$ cat src/rtl/braille_cell_entry.sv
// Braille keypad front end: synchronises and debounces SUBMIT, captures the 6-dot cell,
// encodes it to a 4-bit letter code and tracks the position within a 5-letter word.
module braille_cell_entry #(
   parameter int DEBOUNCE_CYCLES = 16,
   parameter int CNT_W           = 5
) (
   input  logic       clk,
   input  logic       rst,
   input  logic [5:0] dots_in,
   input  logic       submit_in,
   output logic [3:0] playeralph,
   output logic       valid,
   output logic       bad_cell,
   output logic [2:0] entry_idx,
   output logic       seq_done
);

   typedef enum logic [1:0] {
      IDLE    = 2'd0,
      PRESS   = 2'd1,
      EMIT    = 2'd2,
      RELEASE = 2'd3
   } state_t;

   localparam logic [CNT_W-1:0] CNT_LAST = CNT_W'(DEBOUNCE_CYCLES - 1);

   logic [5:0]       r_dots_s1, r_dots_s2;
   logic             r_sub_s1, r_sub_s2;
   state_t           r_state, w_state_next;
   logic [CNT_W-1:0] r_cnt, w_cnt_next;
   logic [5:0]       r_cell, w_cell_next;
   logic [3:0]       r_alph, w_alph_next;
   logic             r_valid, w_valid_next;
   logic             r_bad, w_bad_next;
   logic [2:0]       r_idx, w_idx_next;
   logic             r_done, w_done_next;
   logic [3:0]       w_code;

   // Two-flop synchronisers; the FSM only ever looks at the second stage.
   always_ff @(posedge clk) begin
      if (!rst) begin
         r_dots_s1 <= '0;
         r_dots_s2 <= '0;
         r_sub_s1  <= 1'b0;
         r_sub_s2  <= 1'b0;
      end else begin
         r_dots_s1 <= dots_in;
         r_dots_s2 <= r_dots_s1;
         r_sub_s1  <= submit_in;
         r_sub_s2  <= r_sub_s1;
      end
   end

   always_comb begin
      w_code = 4'h0;
      case (r_cell)
         6'h01: w_code = 4'h1;
         6'h03: w_code = 4'h2;
         6'h09: w_code = 4'h3;
         6'h19: w_code = 4'h4;
         6'h11: w_code = 4'h5;
         6'h0B: w_code = 4'h6;
         6'h1B: w_code = 4'h7;
         6'h13: w_code = 4'h8;
         6'h0A: w_code = 4'h9;
         6'h1A: w_code = 4'hA;
         6'h05: w_code = 4'hB;
         6'h07: w_code = 4'hC;
         6'h0D: w_code = 4'hD;
         6'h1D: w_code = 4'hE;
         6'h15: w_code = 4'hF;
         default: w_code = 4'h0;
      endcase
   end

   always_comb begin
      w_state_next = r_state;
      w_cnt_next   = r_cnt;
      w_cell_next  = r_cell;
      w_alph_next  = r_alph;
      w_valid_next = 1'b0;
      w_bad_next   = 1'b0;
      w_idx_next   = r_idx;
      w_done_next  = 1'b0;
      unique case (r_state)
         IDLE: begin
            if (r_sub_s2) begin
               w_state_next = PRESS;
               w_cnt_next   = '0;
            end
         end
         PRESS: begin
            if (!r_sub_s2) begin
               w_state_next = IDLE;
            end else if (r_cnt == CNT_LAST) begin
               w_state_next = EMIT;
               w_cell_next  = r_dots_s2;
            end else begin
               w_cnt_next = r_cnt + 1'b1;
            end
         end
         EMIT: begin
            // Unknown cells still count so the checker stays aligned with the player.
            w_valid_next = 1'b1;
            w_alph_next  = w_code;
            w_bad_next   = (w_code == 4'h0);
            w_state_next = RELEASE;
            w_cnt_next   = '0;
            if (r_idx == 3'd4) begin
               w_idx_next  = 3'd0;
               w_done_next = 1'b1;
            end else begin
               w_idx_next = r_idx + 3'd1;
            end
         end
         RELEASE: begin
            if (r_sub_s2) begin
               w_cnt_next = '0;
            end else if (r_cnt == CNT_LAST) begin
               w_state_next = IDLE;
            end else begin
               w_cnt_next = r_cnt + 1'b1;
            end
         end
         default: w_state_next = RELEASE;
      endcase
   end

   // Reset lands in RELEASE so a key held through reset has to be let go first.
   always_ff @(posedge clk) begin
      if (!rst) begin
         r_state <= RELEASE;
         r_cnt   <= '0;
         r_cell  <= '0;
         r_alph  <= '0;
         r_valid <= 1'b0;
         r_bad   <= 1'b0;
         r_idx   <= '0;
         r_done  <= 1'b0;
      end else begin
         r_state <= w_state_next;
         r_cnt   <= w_cnt_next;
         r_cell  <= w_cell_next;
         r_alph  <= w_alph_next;
         r_valid <= w_valid_next;
         r_bad   <= w_bad_next;
         r_idx   <= w_idx_next;
         r_done  <= w_done_next;
      end
   end

   assign playeralph = r_alph;
   assign valid      = r_valid;
   assign bad_cell   = r_bad;
   assign entry_idx  = r_idx;
   assign seq_done   = r_done;

endmodule

$ cat config.mk
export PLATFORM = sky130hd
export DESIGN_NAME = braille_cell_entry
export DESIGN_NICKNAME = d
export VERILOG_FILES = /design/src/rtl/braille_cell_entry.sv
export SDC_FILE = /design/constraint.sdc
export NUM_CORES = 1
export LEC_CHECK = 0
export BUFFER_PORTS_ARGS = -buffer_cell sky130_fd_sc_hd__buf_2
export CAP_MARGIN = 20
export CORE_AREA = 2 2 61 63
export DETAILED_ROUTE_END_ITERATION = 8
export DIE_AREA = 0 0 63 65
export PLACE_DENSITY = 0.75
export SYNTH_ARGS = -nofsm -noshare
export SYNTH_HDL_FRONTEND = slang
export SYNTH_SLANG_ARGS = --single-unit
$ cat constraint.sdc
create_clock -name clk -period 3.2 [get_ports clk]
set_clock_uncertainty 0.05 [all_clocks]
set_input_delay 0.96 -clock clk [delete_from_list [all_inputs] [get_ports clk]]
set_output_delay 0.96 -clock clk [all_outputs]
set_load 0.1 [all_outputs]
## Yosys cells after proc, flatten, opt, wreduce, memory -nomap -nowiden

Memories as Yosys holds them, arrays and structs flattened. A register that Yosys moved wholly into a read port is not among the register bits.
Cells that the tools add are included.

| storage, ports and cells | value |
|---|---|
| register bits after elaboration | 37 |
| bits in latches | 0 |
| memory bits (writable) | 0 |
| ROM bits | 128 |
| input bits | 9 |
| memories | 1 |

| cells by class | value |
|---|---|
| add/subtract/negate cells | 2 |
| multiply operators | 0 |
| divide/modulo/power cells | 0 |
| $lt $le $gt $ge | 0 |
| equality and inequality tests | 10 |
| shift-type cells | 0 |
| multiplexer cells | 17 |
| bitwise logic cells | 0 |
| reductions and logical operators | 6 |

Memories:

| memory | words | width | rd ports | clocked after Yosys merged registers in | write ports | line | source |
|---|---|---|---|---|---|---|---|
| (name not given) | 32 | 4 | 1 | 1 | 0 | 56 | `case (r_cell)` |

Operators with widths:

| kind | count |
|---|---|
| $mux 5 | 6 |
| $pmux 5 s4 | 1 |
| $mux 2 | 5 |
| $ne 2x2->1 const B | 4 |
| $pmux 2 s4 | 1 |
| $add 5x1->5 const B | 1 |
| $eq 5x4->1 const B | 1 |
| $eq 2x2->1 const B | 2 |
| $logic_not 4->1 | 1 |
| $mux 4 | 1 |
| $reduce_and 2->1 | 2 |
| $reduce_and 4->1 | 1 |
| $add 3x1->3 const B | 1 |
| $eq 3x3->1 const B | 1 |
| $mux 3 | 1 |
| $ne 3x3->1 const B | 1 |
| $reduce_and 3->1 | 1 |
| $eq 2x1->1 const B | 1 |
| $logic_not 2->1 | 1 |
| $mux 1 | 2 |

## Logic depth before layout (Yosys ltp)

Gate-level depths: netlist of the first run.

| depth | value |
|---|---|
| word-level depth | 4 |
| gate-level depth with buffers | 13 |
| mapped depth without buffers | 12 |

## Worst setup path after synthesis of the first run

Ideal clock, no wire load.

| timing | value |
|---|---|
| kind | input-to-reg |
| start | input rst |
| end | register (tool-made name) |
| arrival | 2.378 ns |
| data required time | 3.023 ns |
| slack | 0.646 ns |
| cell stages on the path | 10 |
| cell sequence | clkbuf_1 inv_2 a21oi_1 inv_1 ha_1 nand2_1 o21ai_0 mux2_2 mux2i_1 o32ai_1 |

RTL lines:

| what | line | source |
|---|---|---|
| from (decl) | 8 | `input logic rst,` |

==> results of run 1 <==
[stage by stage]
| stage | hold WS (ns) | instance area, sq um | setup slack, ns | std cells |
|---|---|---|---|---|
| 2_1_floorplan | 0.362 | 1900 | 0.646 | 208 |
| 3_3_place_gp | 0.362 | 2010 | 0.710 | 264 |
| 3_5_place_dp | 0.369 | 2010 | 0.620 | 264 |
| 4_1_cts | 0.396 | 2080 | 0.623 | 271 |
| 5_1_grt | 0.422 | 2080 | 0.423 | 271 |
| 6_report | 0.389 | 2080 | 0.602 | 271 |
[cells in the final DEF (no fill, tap or decap), types with 2 or more instances in the layout]
cell type  synthesis  layout
mux2i_1            9       9
clkbuf_4           0       5
and2_1            14      14
dfxtp_1           41      41
nor3b_1            5       5
nand2_1           20      20
and3b_1            2       2
mux2_2             3       3
nor2b_1            3       3
nand3_1            3       3
buf_4              0       3
o21ai_0           13      13
a21oi_1           14      14
inv_1              8       8
buf_2              2      18
xor2_1             3       3
o21ai_1            2       2
nor2_1            15      15
ha_1               6       6
a22oi_1            2       2
nand2b_1           3       3
inv_2              2       2
nand3b_1           3       3
nor4_1             2       2
[area by class of cell]
cell class | count | area, sq um | share of cell area [%]
Sequential cell | 41 | 821 | 39.4
Clock buffer | 5 | 37.5 | 1.80
Clock inverter | 2 | 35.0 | 1.68
Inverter | 10 | 37.5 | 1.80
Tap cell | 48 | 60.1 | 2.88
Timing Repair Buffer | 21 | 113 | 5.41
Multi-Input combinational cell | 144 | 980 | 47.0
[final timing paths]
path	slack, ns	to	cells past startpoint
worst min register to register	0.39	r_dots_s2[4]	1
worst max register to register	0.60	register	12
worst min-delay path	0.39	r_dots_s2[4]	1
worst max-delay path	0.60	register	12
[power by group through the flow]
stage	Clock (mW)	Sequential, mW	Combinational [mW]
2_1_floorplan	0	0.537	0.0247
3_3_place_gp	0	0.542	0.0303
3_5_place_dp	0	0.542	0.0307
4_1_cts	0.325	0.530	0.0310
5_1_grt	0.352	0.533	0.0349
6_report	0.315	0.531	0.0302
[critical path, stage by stage (launching register included)]
cell,delay [ns]
dfxtp_1,0.39
ha_1,0.27
nand4b_4,0.17
nor2_4,0.24
nand2_1,0.10
a21oi_1,0.22
inv_1,0.08
ha_1,0.25
nand2_1,0.10
o21ai_0,0.08
mux2_2,0.27
mux2i_1,0.16
o32ai_1,0.11
[kinds of logic after synthesis]
group / after synthesis
AO/OA/AOI/OAI: 44
XOR/XNOR: 4
adder cells (fa/ha/maj): 6
buffers and inverters: 23
flip-flops: 41
multiplexers: 12
AND/OR/NAND/NOR: 78
[per-layer routing]
metal | vias up | part of all wire, %
met5 | - | 0
met4 | 0 | 2.6
met3 | 9 | 5.0
met2 | 39 | 44
met1 | 647 | 48
li1 | 741 | -
==> results.md, run 1 <==
- Post-synthesis sequential area ratio: 43.1%
- CTS Hold Bufs: 0
- Port buffer count: 18
- Gr busiest metal: met2
- Total routed wirelength: 3330 um
- Gr ovfl total: 0
- Most frequent cell after synthesis: dfxtp_1
- CTS resizes: 0
- CTS max path bufs: 2
- Die area: 4100 sq um
- Crit Path Class: reg -> reg
- Post-route DRC violation count: 0
- Final net count: 238
- Die span in x: about 63 um
- Die height: between 60 and 70 um
- Peak VDD IR: ~0.27 mV
- Power Internal: 0.695 mW
- Worst Path Arrival: 2.78 ns
- Starting Density: 54.5%
- Endpoints failing hold: 0
- Status: complete, no violations
- Antenna cells: 0
- Core Box Area: 3500 sq um
- Main combinational cell family by area after synthesis: simple AND/OR/NAND/NOR gates
- Main synth FF type: dfxtp_1
- TritonCTS clock tree: done
- Synth area leaders: dfxtp_1 43%, mux2i_1 4.7%, and2_1 4.6%, ha_1 3.9%, nand2_1 3.9%
- Net switching power: roughly 0.18 mW
- Syn Std Cell Area: 1900 sq um
- GRT Util Overall: 18.5%
- Element type at the critical path start: register
- Synth top area share: 43.1%
- Worst EP required: 3.38 ns
- Asr flop ratio synth: 0%
- Fmax: 0.385 GHz
- Vias in the first global route: 1275
- Post-CTS Setup Bufs: 0
- Final Core Density: 59.6%
- Vias: 1436
- Synth-to-layout area growth: 9.40%
- First-pass GRT wire length: 5850 um
- Vias per std cell: 5.30
- Clock Sink Count: 41
- Reg-to-Reg Start: r_cnt[0]
- Met3 usage: 5.56%
- Cell area power density: between 400 and 500 nW/um^2
- Clk_lat worst skew: 0.34 ns
- Endpoint class of the critical path: register
- Post-synth top cells: 41 x dfxtp_1, 20 x nand2_1, 15 x nor2_1
- Min-delay src: r_dots_s1[4]
- Antenna viol nets, final: 0
- Fin Setup TNS: 0 ns
- Htree depth: 2
- Root buf cell: clkbuf_4
- Post-Synth XOR/XNOR Area: 1.84%
- Initial DRC Count: 67
- GR Util met1: 23.0%
- Mean Syn Cell Area: between 9 and 10 sq um
- Critical path origin: r_cnt[0]
- WL/cell: 12.3 um
- Combinational share of power: 3.5%
- Post-Syn Nets: 223
- Period utilization: between 80% and 90%
- Synth warn: 0
- Crit Path Max Fanout: 8
- Initial DRT Pass Iterations: 4
- Area leader, netlist: dfxtp_1
- RSZ-0062 raised after global routing: no
- Clk pin slew, worst setup/hold paths: 0.11 ns
- Setup-failing EPs final: 0
- Switching share of power: 20.6%
- Synth Area in Adders: 3.94%
- Filler cell count: 315
- Compound-Gate Fraction of Synth Area: 14.7%
- Pwr Total: 0.876 mW
- Routability congestion estimate: 0.930
- Leakage dissipation: 0.854 nW
- Antenna violations before repair: 0
- Clock power share: 35.9%
- Grt met2 use: between 20% and 30%
- Post-synth EDFFs: 0
- Post-synthesis simple-gate area fraction: 24.5%
- Layout cell share with drive strength beyond 1: approximately 17%
- Maxcap violations: 0
- Tmin final: 2.60 ns
- Measured slew at the worst slew-check pin: 0.488 ns
- Largest net degree at the start of global routing: 26
- Flop pwr share: 60.6%
- # IOs: 19
- Rows: 22
- Yosys cell types: 47
- Post-synthesis mux area share: 6.50%
- Synth Instances: about 210
- Rel. slew slack: 67.7%
- Worst min-delay path category: reg -> reg
- Slew Limit Fails: 0
- Post-DP HPWL: about 2300 um
- Synthesized flop and latch total: 41
- Clock buffer count from CTS: 5
No activity file was read; power rests on OpenSTA's default activity.
==> inputs of run 2 (changes only) <==
Settings changed: ABC_AREA set to 1, CORE_AREA 2 2 61 63 to 2 2 58 60, DIE_AREA 0 0 63 65 to 0 0 60 62, PLACE_DENSITY 0.75 to 0.74.
Clock period 3.2 ns to 2.6 ns, I/O delays scaled along.
==> results.md, run 2 <==
- Synth warn: 0 (unchanged)
- Final Non-Filler Cells: 291 (+7.4%)
- Initial DRT Pass Iterations: 4 (unchanged)
- Asr flop ratio synth: 0% (unchanged)
- Cell area power density: 546 nW/um^2 (+30%)
- Vias: 1365 (-4.9%)
- Worst min-delay path category: reg -> reg
- Antenna viol nets, final: 0 (unchanged)
- Element type at the critical path start: register
- Peak VDD IR: 0.268 mV (+0.56%)
- Routability congestion estimate: 0.816 (-12%)
- Tmin final: 2.24 ns (-0.359 ns)
- Clk_lat worst skew: 0.34 ns (about the same)
- Post-synthesis sequential area ratio: 49.1% (+6.0 points)
- Core Box Area: 3180 sq um (-9.1%)
- Synth Instances: 221 (+6.3%)
- Placed Cells: 283 (+7.2%)
- Most frequent cells in the layout: 52 x nand2_1, 41 x dfxtp_1, 35 x inv_1
- Synth top area share: 49.1% (+6.0 points)
- Post-Synth XOR/XNOR Area: 1.57% (-0.27 points)
- GRT Util Overall: 17.0% (-1.5 points)
- Status: complete, no violations
- Slew Limit Fails: 0 (unchanged)
- CTS resizes: 0 (unchanged)
- Setup-failing EPs final: 0 (unchanged)
- Post-synth EDFFs: 0 (unchanged)
- Worst path top cell family by delay: simple AND/OR/NAND/NOR gates
- Pwr Total: 1.03 mW (+17%)
- Most common cell after layout, fill and taps aside: nand2_1
- Synth Area in Adders: 4.49% (+0.55 points)
- Post-route DRC violation count: 0 (unchanged)
- Fmax: 0.447 GHz (+16%)
- First-pass GRT wire length: 4640 um (-21%)
- Crit Path Max Fanout: 7 (-1)
- Post-synth top cells: 52 x nand2_1, 41 x dfxtp_1, 35 x inv_1
- Compound-Gate Fraction of Synth Area: 7.34% (-7.3 points)
- Hold Crit Depth: 2 (+1)
- Rel. slew slack: 67.8% (+0.18 points)
- Area leader, netlist: dfxtp_1
- Worst reg2reg path depth: 14 (+2)
- Endpoint class of the critical path: register
- Rows: 21 (-4.5%)
- Antenna violations before repair: 0 (unchanged)
- RSZ-0062 raised after global routing: no
- Gr ovfl total: 0 (unchanged)
- Most Frequent Cell on Critical Path: nand2_1
- Syn Std Cell Area: 1670 sq um (-12%)
- Synth-to-layout area growth: 12.8%
- Measured slew at the worst slew-check pin: 0.486 ns (-0.00276 ns)
- CP cell instances: ha_1 > nand3_2 > nor2_4 > nand2_2 > o21ai_0 > nor2_1 > inv_1 > ha_1 > nand4_1 > nand2_1 > nand2_1 > nand2_1 > nand2_1 > nand2_1
- Reg-to-Reg Start: r_cnt[0]
- Placed Area: 1820 sq um (-9.7%)
- Synthesized flop and latch total: 41 (unchanged)
- Yosys cell types: 23 (-51%)
- TritonCTS clock tree: done
- Clock buffer count from CTS: 5 (unchanged)
- Slowest Stage Delay on Critical Path: 0.39 ns (about the same)
- CTS max path bufs: 2 (unchanged)
- Fin Setup TNS: 0 ns (unchanged)
- Maxcap violations: 0 (unchanged)
- Crit Path Class: reg -> reg
- Design area: 1890 sq um (-9.5%)
- Worst Path Arrival: 2.48 ns (-0.30 ns)
- Synth area leaders: dfxtp_1 49%, nand2_1 12%, inv_1 7.9%, nor2_1 5.4%, nand3_1 4.8%
- Port buffer count: 18 (unchanged)
- Met3 WL post-DR: 96 um (-42%)
- Period utilization: 86.1% (+4.9 points)
- Metal1 wirelength: 1260 um (-22%)
- Clk pin slew, worst setup/hold paths: 0.11 ns (about the same)
- Worst EP required: 2.84 ns (-0.54 ns)
- Main synth FF type: dfxtp_1
- Main combinational cell family by area after synthesis: simple AND/OR/NAND/NOR gates
- Die height: 62 um (-4.6%)
- Min-delay src: r_dots_s1[1]
- Post-synthesis mux area share: 0% (-6.5 points)
- WL/cell: 9.29 um (-24%)
- Clock Sink Count: 41 (unchanged)
- Endpoints failing hold: 0 (unchanged)
- R2r setup slk: 0.36 ns (-0.24 ns)
- Met2 WL post-DR: 1300 um (-12%)
- WHS Endpoint: r_dots_s2[1]
- Starting Density: 52.6% (-1.9 points)
- Post-DP HPWL: 1980 um (-15%)
- Initial DRC Count: 63 (-6.0%)
- Post-Syn Nets: 236 (+5.8%)
- Mean Syn Cell Area: 7.56 sq um (-17%)
- Most frequent cell after synthesis: nand2_1
- CP max stage cell: dfxtp_1
- Top sig layer: met4
- Post-CTS Setup Bufs: 0 (unchanged)
- Antenna cells: 0 (unchanged)
- Post-synthesis simple-gate area fraction: 28.7% (+4.2 points)
- Total routed wirelength: 2700 um (-19%)
- CTS Hold Bufs: 0 (unchanged)
- Root buf cell: clkbuf_4
- Largest net degree at the start of global routing: 26 (unchanged)
- Vias in the first global route: 1196 (-6.2%)
- Final net count: 259 (+8.8%)
- Die span in x: 60 um (-4.8%)
- Buf+Inv Stages, Crit Path: 1 (unchanged)
- Vias per std cell: 4.69 (-11%)
- Layout cell share with drive strength beyond 1: 15.5% (-2.0 points)
- Leakage dissipation: 0.987 nW (+16%)
- Die area: 3720 sq um (-9.2%)
- Htree depth: 2 (unchanged)
- # IOs: 19 (unchanged)
run 2: cell types whose count changed in the layout (fill, tap and decap cells not counted), moves of 5 or more:
cell,delta
nand2_1,+32
nor2_1,+9
inv_1,+27
and2_1,-14
a21oi_1,-5
nor3b_1,-5
nand3_1,+13
mux2i_1,-9
run 2: cell type report:
cell class                 count  area (sq um)
inverter                      36           135
clock inverter                 1          5.00
tap                           46          57.6
fill                         304          1290
timing repair buffer          19          97.6
clock buffer                   7          65.1
sequential                    41           821
multi-input combinational    141           704
run 2: how the worst max path moves through the flow:
stage	startpoint	to	slack, ns	cells after the start
6_report	r_cnt[0]	register	0.36	14
2_1_floorplan	rst	register	0.40	11
5_1_grt	r_cnt[0]	register	0.04	14
3_3_place_gp	r_cnt[0]	register	0.44	14
4_1_cts	r_cnt[0]	register	0.33	14
3_5_place_dp	r_cnt[0]	register	0.34	14
run 2: logic make-up (layout without fill, tap and decap cells):
kind of cell,after synthesis,after routing
xor gates and xnor gates,3,3
DFF,41,41
adders and majority gates,6,6
AOI/OAI and AO/OA,24,24
buffers and inverters,39,63
and+or+nand+nor,108,108
run 2: routing by layer:
layer,track usage [%],vias up
met5,0,-
met4,9.52,0
met3,5.80,6
met2,29.5,34
met1,18.2,596
li1,-,729
run 2: through the flow:
step | util (%) | hold slack [ns] | worst slack, ns
after CTS | 59.3 | 0.373 | 0.330
final | 59.3 | 0.371 | 0.362
after global placement | 57.1 | 0.342 | 0.437
after detailed placement | 57.1 | 0.347 | 0.342
after floorplan | - | 0.340 | 0.401
after global routing | 59.3 | 0.384 | 0.0427
run 2: power by group:
part	internal (mW)	switching [mW]	total, mW
clock network	0.157	0.187	0.343
registers	0.642	0.00610	0.648
logic	0.0153	0.0222	0.0375
run 2: worst register-to-register path, stage by stage (launching register included):
cell and delay [ns]:
dfxtp_1 0.39, ha_1 0.24, nand3_2 0.12, nor2_4 0.16
nand2_2 0.13, o21ai_0 0.23, nor2_1 0.13, inv_1 0.07
ha_1 0.17, nand4_1 0.20, nand2_1 0.14, nand2_1 0.05
nand2_1 0.05, nand2_1 0.05, nand2_1 0.05
==> inputs of run 3 (changes only) <==
Settings changed: CAP_MARGIN 20 to unset.
Clock period 2.6 ns to 2.4 ns, I/O delays scaled along.
==> results.md, run 3 (synthesized netlist as in run 2, its figures left out) <==
- TritonCTS clock tree: done
- Most Frequent Cell on Critical Path: nand2_1
- Min-delay src: r_dots_s1[3]
- Worst Path Arrival: 2.36 ns (-0.12 ns)
- CTS max path bufs: 2 (unchanged)
- Worst reg2reg path depth: 12 (-2)
- Slowest Stage Delay on Critical Path: 0.39 ns (about the same)
- Measured slew at the worst slew-check pin: 0.486 ns (-0.0000260 ns)
- GRT Util Overall: 16.9% (-0.073 points)
- Setup ws final: 0.283 ns (-0.0788 ns)
- Peak VDD IR: 0.353 mV (+32%)
- Clock buffer count from CTS: 5 (unchanged)
- Starting Density: 52.6% (unchanged)
- Flop pwr share: 65.1% (+2.1 points)
- Antenna viol nets, final: 0 (unchanged)
- Vias per std cell: 4.67 (-0.54%)
- Crit Path Max Fanout: 5 (-2)
- Slew Limit Fails: 0 (unchanged)
- Worst EP required: 2.65 ns (-0.19 ns)
- Most common cell after layout, fill and taps aside: nand2_1
- Endpoints failing hold: 0 (unchanged)
- Layout cell share with drive strength beyond 1: 16.0% (+0.47 points)
- Initial DRT Pass Iterations: 4 (unchanged)
- Tmin final: 2.12 ns (-0.121 ns)
- Post-route DRC violation count: 0 (unchanged)
- Final Non-Filler Cells: 290 (-0.34%)
- Clk_lat worst skew: 0.34 ns (about the same)
- Endpoint class of the critical path: register
- Power Internal: 0.851 mW (+4.5%)
- Instance count on the critical path: 12 (-2)
- Total routed wirelength: 2700 um (about the same)
- Antenna cells: 0 (unchanged)
- Buf+Inv Stages, Crit Path: 0 (-1)
- Clock power share: 31.0% (-2.4 points)
- Switching share of power: 21.1% (+0.25 points)
- Die span in x: 60 um (unchanged)
- Final net count: 259 (unchanged)
- Most frequent cells in the layout: 52 x nand2_1, 41 x dfxtp_1, 35 x inv_1
- Net switching power: 0.228 mW (+6.1%)
- Rows: 21 (unchanged)
- Leakage dissipation: 0.979 nW (-0.77%)
- Period utilization: 88.2% (+2.1 points)
- Cell area power density: 572 nW/um^2 (+4.9%)
- Hold_ws: 0.372 ns (+0.000701 ns)
- Placed Area: 1820 sq um (unchanged)
- Worst path top cell family by delay: simple AND/OR/NAND/NOR gates
- Antenna violations before repair: 0 (unchanged)
- Setup-failing EPs final: 0 (unchanged)
- Largest net degree at the start of global routing: 26 (unchanged)
- First-pass GRT wire length: 4530 um (-2.4%)
- CP max stage cell: dfxtp_1
- Critical path origin: r_cnt[0]
- Vias in the first global route: 1123 (-6.1%)
- CP cell instances: ha_1 > nand4_1 > nor2_4 > nor2_1 > nor2_2 > ha_1 > nand4_1 > nand2_1 > nand2_1 > nand2_1 > nand2_1 > nand2_1
- Synth-to-layout area growth: 12.8% (unchanged)
- Port buffer count: 18 (unchanged)
- Die height: 62 um (unchanged)
- Clk pin slew, worst setup/hold paths: 0.11 ns (about the same)
- Element type at the critical path start: register
- Reg-to-Reg Start: r_cnt[0]
- Pwr Total: 1.08 mW (+4.9%)
- Vias: 1353 (-0.88%)
- Rel. slew slack: 67.8% (about the same)
- Post-DP HPWL: 1960 um (-0.84%)
- Initial DRC Count: 50 (-21%)
- Routability congestion estimate: 0.851 (+4.3%)
- Worst min-delay path category: reg -> reg
- # IOs: 19 (unchanged)
- Clock Sink Count: 41 (unchanged)
- Maxcap violations: 0 (unchanged)
- Root buf cell: clkbuf_4
- Core Box Area: 3180 sq um (unchanged)
- WL/cell: 9.31 um (+0.27%)
- R2r setup slk: 0.28 ns (-0.08 ns)
- Placed Cells: 283 (unchanged)
- Gr ovfl total: 0 (unchanged)
- Status: complete, no violations
- Htree depth: 2 (unchanged)
- Post-Place Worst Slack: 0.187 ns (-0.155 ns)
- Die area: 3720 sq um (unchanged)
- Combinational share of power: 3.9% (+0.3 points)
- Fmax: 0.472 GHz (+5.7%)
- Design area: 1890 sq um (unchanged)
- Crit Path Class: reg -> reg
[run 3: changes by cell type in the layout (fill, tap and decap cells not counted), sizes merged]
cell / delta
clkinv: -1
[run 3: what timing repair did]
| action | in CTS | in global routing |
|---|---|---|
| setup endpoints to repair | 0 | 4 |
| resized for setup | 0 | 5 |
| hold buffers | 0 | 0 |
| setup buffers | 0 | 0 |
[run 3: through the flow]
step / setup TNS [ns] / util [%]
after global placement: 0 / 57.1
final: 0 / 59.3
after detailed placement: 0 / 57.1
after global routing: -0.00215 / 59.3
after CTS: 0 / 58.8
after floorplan: 0 / -
[run 3: cell type report]
type | count | area, sq um
multi-input cells | 141 | 719
repair buffers | 19 | 97.6
flip-flops and latches | 41 | 821
fillers | 296 | 1290
inverters | 36 | 135
well taps | 46 | 57.6
clock buffers | 7 | 55.1
[run 3: worst reg2reg max path: cells and delay by family, from the launching register on]
family | cells | cell delay (ns)
AND/OR/NAND/NOR | 10 | 1.18
adder cells (fa/ha/maj) | 2 | 0.45
flip-flops | 1 | 0.39
[run 3: how the worst min path moves through the flow]
stage	slack [ns]	depth (start not counted)	endpoint
floorplan	0.34	2	r_dots_s2[0]
global placement	0.34	2	r_dots_s2[0]
detailed placement	0.35	2	r_dots_s2[4]
CTS	0.37	2	r_dots_s2[4]
global route	0.39	2	r_sub_s2
finish	0.37	2	r_dots_s2[3]
[run 3: power by group through the flow]
stage	registers (mW)	clock network (mW)	logic [mW]
after floorplan	0.716	0	0.0283
after global placement	0.717	0	0.0404
after detailed placement	0.717	0	0.0415
after CTS	0.702	0.352	0.0417
after global routing	0.704	0.382	0.0487
final	0.702	0.335	0.0419
[run 3: per-layer routing]
metal | global-route usage, % | vias to the layer above | share of wire, %
li1 | - | 729 | -
met1 | 18.0 | 587 | 47
met2 | 28.7 | 31 | 46
met3 | 6.83 | 6 | 4.9
met4 | 9.52 | 0 | 2.2
met5 | 0 | - | 0
